<file path="src/rtl/mlp_host_driver.sv">
// mlp_host_driver: initiator side of the MLP core start/done protocol with input packing, weight store and result stream
//   clk, rst (async active-low) | s_data/s_valid/s_ready: input words | w_addr/w_data/w_we/w_ready: weight byte port
//   mlp_*: packed inputs, weights, start pulse, core result/done | m_data/m_valid/m_ready/m_timeout: result | busy: run in flight
module mlp_host_driver #(
  parameter int WORDSIZE  = 8,
  parameter int DIMENSION = 7,
  parameter int TIMEOUT   = 255
) (
  input  logic                              clk,
  input  logic                              rst,
  input  logic [WORDSIZE-1:0]               s_data,
  input  logic                              s_valid,
  output logic                              s_ready,
  input  logic [4:0]                        w_addr,
  input  logic [WORDSIZE-1:0]               w_data,
  input  logic                              w_we,
  output logic                              w_ready,
  output logic [DIMENSION*WORDSIZE-1:0]     mlp_data_in,
  output logic [(DIMENSION+1)*WORDSIZE-1:0] mlp_weight_1_1,
  output logic [(DIMENSION+1)*WORDSIZE-1:0] mlp_weight_1_2,
  output logic [3*WORDSIZE-1:0]             mlp_weight_2_1,
  output logic                              mlp_start,
  input  logic [WORDSIZE-1:0]               mlp_data_out,
  input  logic                              mlp_done,
  output logic [WORDSIZE-1:0]               m_data,
  output logic                              m_valid,
  input  logic                              m_ready,
  output logic                              m_timeout,
  output logic                              busy
);
  localparam int NW = 2*(DIMENSION+1)+3;
  localparam int CW = $clog2(DIMENSION+1);
  localparam int TW = $clog2(TIMEOUT);
  typedef enum logic [2:0] {S_LOAD, S_FIRE, S_ARM, S_WAIT, S_RESULT} state_t;
  state_t r_state, w_next;
  logic [CW-1:0] r_cnt;
  logic [TW-1:0] r_tmo;
  logic [NW*WORDSIZE-1:0] r_wt;
  logic [DIMENSION*WORDSIZE-1:0] r_in;
  logic [WORDSIZE-1:0] r_mdata;
  logic r_mtmo;
  logic w_s_hs, w_tmo_hit;
  assign s_ready = r_state == S_LOAD && r_cnt < CW'(DIMENSION);
  assign w_ready = r_state == S_LOAD;
  assign w_s_hs = s_valid && s_ready;
  assign w_tmo_hit = r_tmo == TW'(TIMEOUT-1);
  assign mlp_start = r_state == S_FIRE;
  assign m_valid = r_state == S_RESULT;
  assign busy = r_state == S_FIRE || r_state == S_ARM || r_state == S_WAIT;
  assign m_data = r_mdata;
  assign m_timeout = r_mtmo;
  assign mlp_data_in = r_in;
  // Weight store is one byte array: group 1_1, then 1_2, then 2_1, bias in the low byte of each
  assign mlp_weight_1_1 = r_wt[(DIMENSION+1)*WORDSIZE-1:0];
  assign mlp_weight_1_2 = r_wt[2*(DIMENSION+1)*WORDSIZE-1 -: (DIMENSION+1)*WORDSIZE];
  assign mlp_weight_2_1 = r_wt[NW*WORDSIZE-1 -: 3*WORDSIZE];
  always_comb begin
    w_next = r_state;
    case (r_state)
      // Jump straight to FIRE on the last word so start follows the final handshake by one cycle
      S_LOAD:   w_next = w_s_hs && r_cnt == CW'(DIMENSION-1) ? S_FIRE : S_LOAD;
      S_FIRE:   w_next = S_ARM;
      // ARM ignores done: the core may still be holding done from the previous run
      S_ARM:    w_next = S_WAIT;
      S_WAIT:   w_next = mlp_done || w_tmo_hit ? S_RESULT : S_WAIT;
      S_RESULT: w_next = m_ready ? S_LOAD : S_RESULT;
      default:  w_next = S_LOAD;
    endcase
  end
  always_ff @(posedge clk or negedge rst) begin
    if (!rst) begin
      r_state <= S_LOAD;
      r_cnt   <= '0;
      r_tmo   <= '0;
      r_wt    <= '0;
      r_in    <= '0;
      r_mdata <= '0;
      r_mtmo  <= 1'b0;
    end else begin
      r_state <= w_next;
      for (int k = 0; k < DIMENSION; k++)
        if (w_s_hs && r_cnt == CW'(k)) r_in[k*WORDSIZE +: WORDSIZE] <= s_data;
      for (int k = 0; k < NW; k++)
        if (w_we && w_ready && w_addr == 5'(k)) r_wt[k*WORDSIZE +: WORDSIZE] <= w_data;
      if (w_s_hs) r_cnt <= r_cnt + CW'(1);
      if (r_state == S_FIRE) r_cnt <= '0;
      if (r_state == S_WAIT) begin
        // done has priority over a coinciding timeout
        if (mlp_done) begin
          r_mdata <= mlp_data_out;
          r_mtmo  <= 1'b0;
        end else if (w_tmo_hit) begin
          r_mdata <= '0;
          r_mtmo  <= 1'b1;
        end else r_tmo <= r_tmo + TW'(1);
      end
      if (r_state == S_RESULT && m_ready) r_tmo <= '0;
    end
  end
endmodule

</file>
<file path="config.mk">
export PLATFORM = sky130hd
export DESIGN_NAME = mlp_host_driver
export DESIGN_NICKNAME = d
export VERILOG_FILES = /design/src/rtl/mlp_host_driver.sv
export SDC_FILE = /design/constraint.sdc
export NUM_CORES = 1
export LEC_CHECK = 0
export CELL_PAD_IN_SITES_DETAIL_PLACEMENT = 1
export CELL_PAD_IN_SITES_GLOBAL_PLACEMENT = 2
export CORE_ASPECT_RATIO = 1.5
export CORE_MARGIN = 3
export CORE_UTILIZATION = 29
export CTS_CLUSTER_DIAMETER = 120
export CTS_CLUSTER_SIZE = 24
export DETAILED_ROUTE_END_ITERATION = 8
export HOLD_SLACK_MARGIN = 0.15
export PLACE_DENSITY_LB_ADDON = 0.1
export SYNTH_ARGS = -nofsm -noshare
export SYNTH_HDL_FRONTEND = slang
export SYNTH_SLANG_ARGS = --single-unit
</file>
<file path="constraint.sdc">
create_clock -name clk -period 2.4 [get_ports clk]
set_clock_uncertainty 0.15 [all_clocks]
set_input_delay 0.6 -clock clk [delete_from_list [all_inputs] [get_ports clk]]
set_output_delay 0.6 -clock clk [all_outputs]
set_load 0.1 [all_outputs]
</file>
Word-level counts from Yosys, hierarchy flattened
Cells that the tools add are included.

word-level totals
  bits in registers = 231
  output and inout port bits = 222
  logic and storage cells = 120

operators by class
  $add $sub $neg = 2
  $lt $le $gt $ge = 1
  equal/unequal tests = 31
  muxes and demuxes = 14
  reductions and logical operators = 41

operators by type and width
  operator                                        count
  2-to-1 mux 8 bit                                6
  == test 5 x 4 -> 1 bit (second input constant)  8
  logical AND 1 bit                               30
  == test 5 x 3 -> 1 bit (second input constant)  4
  == test 5 bit (second input constant)           3
  case mux 3 bit (5 select lines)                 1
  == test 3 x 2 -> 1 bit (second input constant)  4
  == test 3 bit (second input constant)           4
  2-to-1 mux 3 bit                                4
  == test 5 x 2 -> 1 bit (second input constant)  2
  adder 8 x 1 -> 8 bit (second input constant)    1
  == test 8 bit (second input constant)           1
  == test 3 x 1 -> 1 bit (second input constant)  2
  zero test 3 bit                                 2
  nonzero test 2 bit                              3
  == test 5 x 1 -> 1 bit (second input constant)  1
  zero test 5 bit                                 1
  != test 2 x 1 -> 1 bit (second input constant)  2
  adder 3 x 1 -> 3 bit (second input constant)    1
  logical OR 1 bit                                3
  < comparator 3 bit (second input constant)      1
  2-to-1 mux 1 bit                                3
  AND reduction 3 bit                             1
  AND reduction 2 bit                             1

Depth between registers and ports, before layout
  word-level depth = 6
  depth in mapped cells = 7
  mapped depth without buffers = 6

Worst setup path after synthesis
Ideal clock, no wire load.

  path kind = reg-to-output
  start = register r_state[2]
  end = output s_ready
  arrival = 3,792 ps
  data required time = 1,650 ps
  path slack = -2,142 ps
  stages on the path, launching flop included = 4
  buffers on the path = 1
  path through = dfrtp_1 -> clkbuf_1 -> nor3_1 -> o31a_1

on the way
  longest elaborated chain between the ends = 2

ends and longest elaborated chain
  item                      RTL line  source
  start: declaration        35        state_t r_state, w_next;
  start signal: assignment  80        r_state <= w_next;
  zero test 3 bit           -
  net w_ready               17        output logic w_ready,
  logical AND 1 bit         43        assign s_ready = r_state == S_LOAD && r_cnt < CW'(DIMENSION);
  end: declaration          13        output logic s_ready,

The timed path passes the listed nets, and every way through them passes these cells.

Worst setup path in the final report
  start = register r_state[0]
  end = register r_wt[39]

on the way
  longest elaborated chain between the ends = 3

ends and longest elaborated chain
  item                            RTL line  source
  zero test 3 bit                 44        assign w_ready = r_state == S_LOAD;
  logical AND 1 bit (2 in a row)  84        if (w_we && w_ready && w_addr == 5'(k)) r_wt[k*WORDSIZE +: WORDSIZE] <= w_data;
  end signal: indexed assignment  84
  end: declaration                38        logic [NW*WORDSIZE-1:0] r_wt;

Every way passes these cells.
A chain may end at the register's enable or synchronous reset.

==> metrics <==
Area contributors post-synth dfrtp_1, mux2_2, mux2_4, ha_1, a22o_1; Post-Synthesis Cells 594; largest family of logic cells by synthesized area multiplexers; initial antenna violation count 1; Die Span Y 223 microns; simple-gate portion of the synthesized area 0.0519; nets@finish 942; met2 Track Usage GR 0.303; clock sink count 231; maxcap violations 0; first-pass GRT wire length 42.3 mm; fin worst setup slack -0.0927 ns; synthesis-stage register bit count 231; Num CTS Buffers 13; Port Buf Inserts 256; unrepaired setup endpoints after global routing yes; Slew Viols, Final 0; WL/cell 21.5 microns; # H-tree levels 1; Area Growth Syn to Fin 40.5%; detailed-route via count 5999; Root Driver clkbuf_16; Warnings, synthesis 0; register area 5780 sq um; Finish-stage setup viols 17; Initial Util 0.298; Min Clock Period, post-route 2.49 ns; f_max 401 MHz; Multi-input gate area 3400 sq um; DRC viols 0; Tot GR Track Use 0.163; Syn Nets 636; Slew @ Worst Pin 0.538 ns; largest net degree at the start of global routing 66; final setup TNS -1.11 ns; sequential-to-total area share from yosys stat 0.633; met3 Usage GRT 0.0376; critical path data arrival time 2.70 ns; Adder-Cell Fraction of Synth Area 0.00959; Min-Delay Path Class reg -> reg; worst path required time 2.61 ns; final hold vios 0; number of global-route vias before repair 6784; ant diodes 0; failing checks setup timing; ys async rst share 1.00; detailed placement HPWL 20.5 mm; CTS tree built; CTS clk-pin slew, worst paths 0.10 ns; Die X 151 microns; clock latency on the worst-skew pair 0.48 ns; Yosys cell types 45; Post-Synth XOR/XNOR Area 0.000959; Top Usage Layer GRT met2; met1 GRT Util 0.187; die area 33700 sq um; initial DRC count 157; post-synthesis area per instance 15.4 sq um; first-pass detailed-route iteration total 4; Remaining Overflow, GRT 0; WS Path Type reg -> reg; share of layout cells above drive strength 1 0.601; Filler Cell Count 3178; status complete, but fails checks; post-synthesis compound-gate area fraction 0.0241; post-route clock period utilization 1.04; clock buffer depth 3; Post-Route WL 27.9 mm; CP Launch Type flip-flop; Placer Congestion 0.781; Post-synth EDFFs 0; Critical Path End Type flip-flop; post-synth top area cell dfrtp_1; Rel. slew slack 0.642; FP Rows 78; Primary FF master, synth dfrtp_1; Post-Syn Area 9130 sq um; Core Area 30600 sq um; vias per cell 4.62; num ports 257; DRT antenna net count 0; Max FO, Critical Path 8; mux share of post-synthesis cell area 0.261; top-area cell type share of the netlist area 0.633
## worst max-delay path, stage by stage (launching register included)
cell,delay (ns)
dfrtp_1,0.40
or4b_4,0.59
or3_4,0.43
nor3b_4,0.32
buf_12,0.18
mux2_4,0.30
## layout make-up
cell class / count / share of cell area
sequential: 231 / 0.451
multi-input combinational: 321 / 0.265
timing repair buffer: 326 / 0.217
tap: 400 / 0.0390
clock buffer: 13 / 0.0254
inverter: 7 / 0.00205
clock inverter: 1 / 0.000878
## synthesized netlist by cell type, drive strengths merged (2+ instances only)
cell type  number
nand2          12
a21boi          2
buf            18
ha              7
nor2b           2
o21ai           2
a22o            8
nand3          12
a21oi           4
or3             2
a211o           4
inv             7
and3b           2
mux2          208
and2            5
nand2b          3
nand4           3
dfrtp         231
nor2            6
nor3b           8
and3            7
clkbuf         17
nor3            8
## placed cells by master (no fill, tap or decap), types with 3 or more instances in the layout
master / Yosys / layout
nor3_1: 6 / 4
nor2_1: 6 / 5
and2_4: 0 / 3
a21oi_1: 4 / 4
nand2b_1: 3 / 3
dfrtp_1: 231 / 231
nand4_1: 3 / 3
and3_1: 7 / 6
clkbuf_16: 0 / 13
nand3_4: 0 / 3
a211o_1: 4 / 4
nor3b_1: 6 / 4
inv_1: 7 / 7
nor3b_4: 2 / 3
buf_4: 0 / 266
a22o_1: 8 / 8
buf_6: 1 / 7
mux2_2: 200 / 184
clkdlybuf4s50_1: 0 / 32
ha_1: 7 / 7
buf_12: 0 / 18
nand3_1: 12 / 9
mux2_4: 8 / 24
nand2_1: 12 / 8
## worst paths after layout
| check | start | to | slack, ns | cells past startpoint |
|---|---|---|---|---|
| min in group asynchronous | rst | r_wt[94]$_DFFE_PN0P_ | 0.52 | 2 |
| worst max register to register | r_state[0]$_DFF_PN0_ | r_wt[39]$_DFFE_PN0P_ | -0.09 | 5 |
| max in group asynchronous | rst | m_data[7]$_DFFE_PN0P_ | 0.96 | 3 |
| worst min-delay path | mlp_data_in[6]$_DFFE_PN0P_ | mlp_data_in[6]$_DFFE_PN0P_ | 0.36 | 1 |
| worst min register to register | mlp_data_in[6]$_DFFE_PN0P_ | mlp_data_in[6]$_DFFE_PN0P_ | 0.36 | 1 |
| worst max-delay path | r_state[0]$_DFF_PN0_ | r_wt[39]$_DFFE_PN0P_ | -0.09 | 5 |
## per-layer routing
layer	vias to the layer above	routed length, microns
li1	2698	-
met1	3112	10500
met2	159	15200
met3	28	1740
met4	2	450
met5	-	13
## timing repair
action | 4_1_cts | 5_1_grt
hold buffers | 1 | 0
gates resized for setup | 11 | 8
pin swaps | 3 | 3
cloned | 0 | 0
setup buffers | 3 | 4
endpoints found under the setup margin | 113 | 79
hold endpoints to repair | 55 | 0
## registers in the layout, summed over array words and instances (netlist names)
register,cells
r_wt,152
mlp_data_in,56
m_data,8
r_tmo,8
r_cnt,3
r_state,3
m_timeout,1
## cell families (layout without fill, tap and decap cells)
logic type / after synthesis / in the layout
compound gates: 28 / 28
xor+xnor: 1 / 1
fa+ha+maj: 7 / 7
buf+inv: 42 / 347
flops: 231 / 231
mux: 209 / 209
simple gates: 76 / 76
## per-stage QoR
stage	worst slack (ns)	cells	utilization	hold slack [ns]	area, sq um
floorplan	-0.226	594	-	0.154	9350
global placement	-0.715	1278	0.404	0.342	12400
detailed placement	-0.748	1278	0.404	0.345	12400
CTS	-0.0859	1296	0.417	0.366	12800
global route	-0.132	1299	0.419	0.383	12800
finish	-0.0927	1299	0.419	0.360	12800
Power is left out: the tool's default activity adds up to more than one toggle a clock period on the data nets, which glitch-free logic cannot reach.
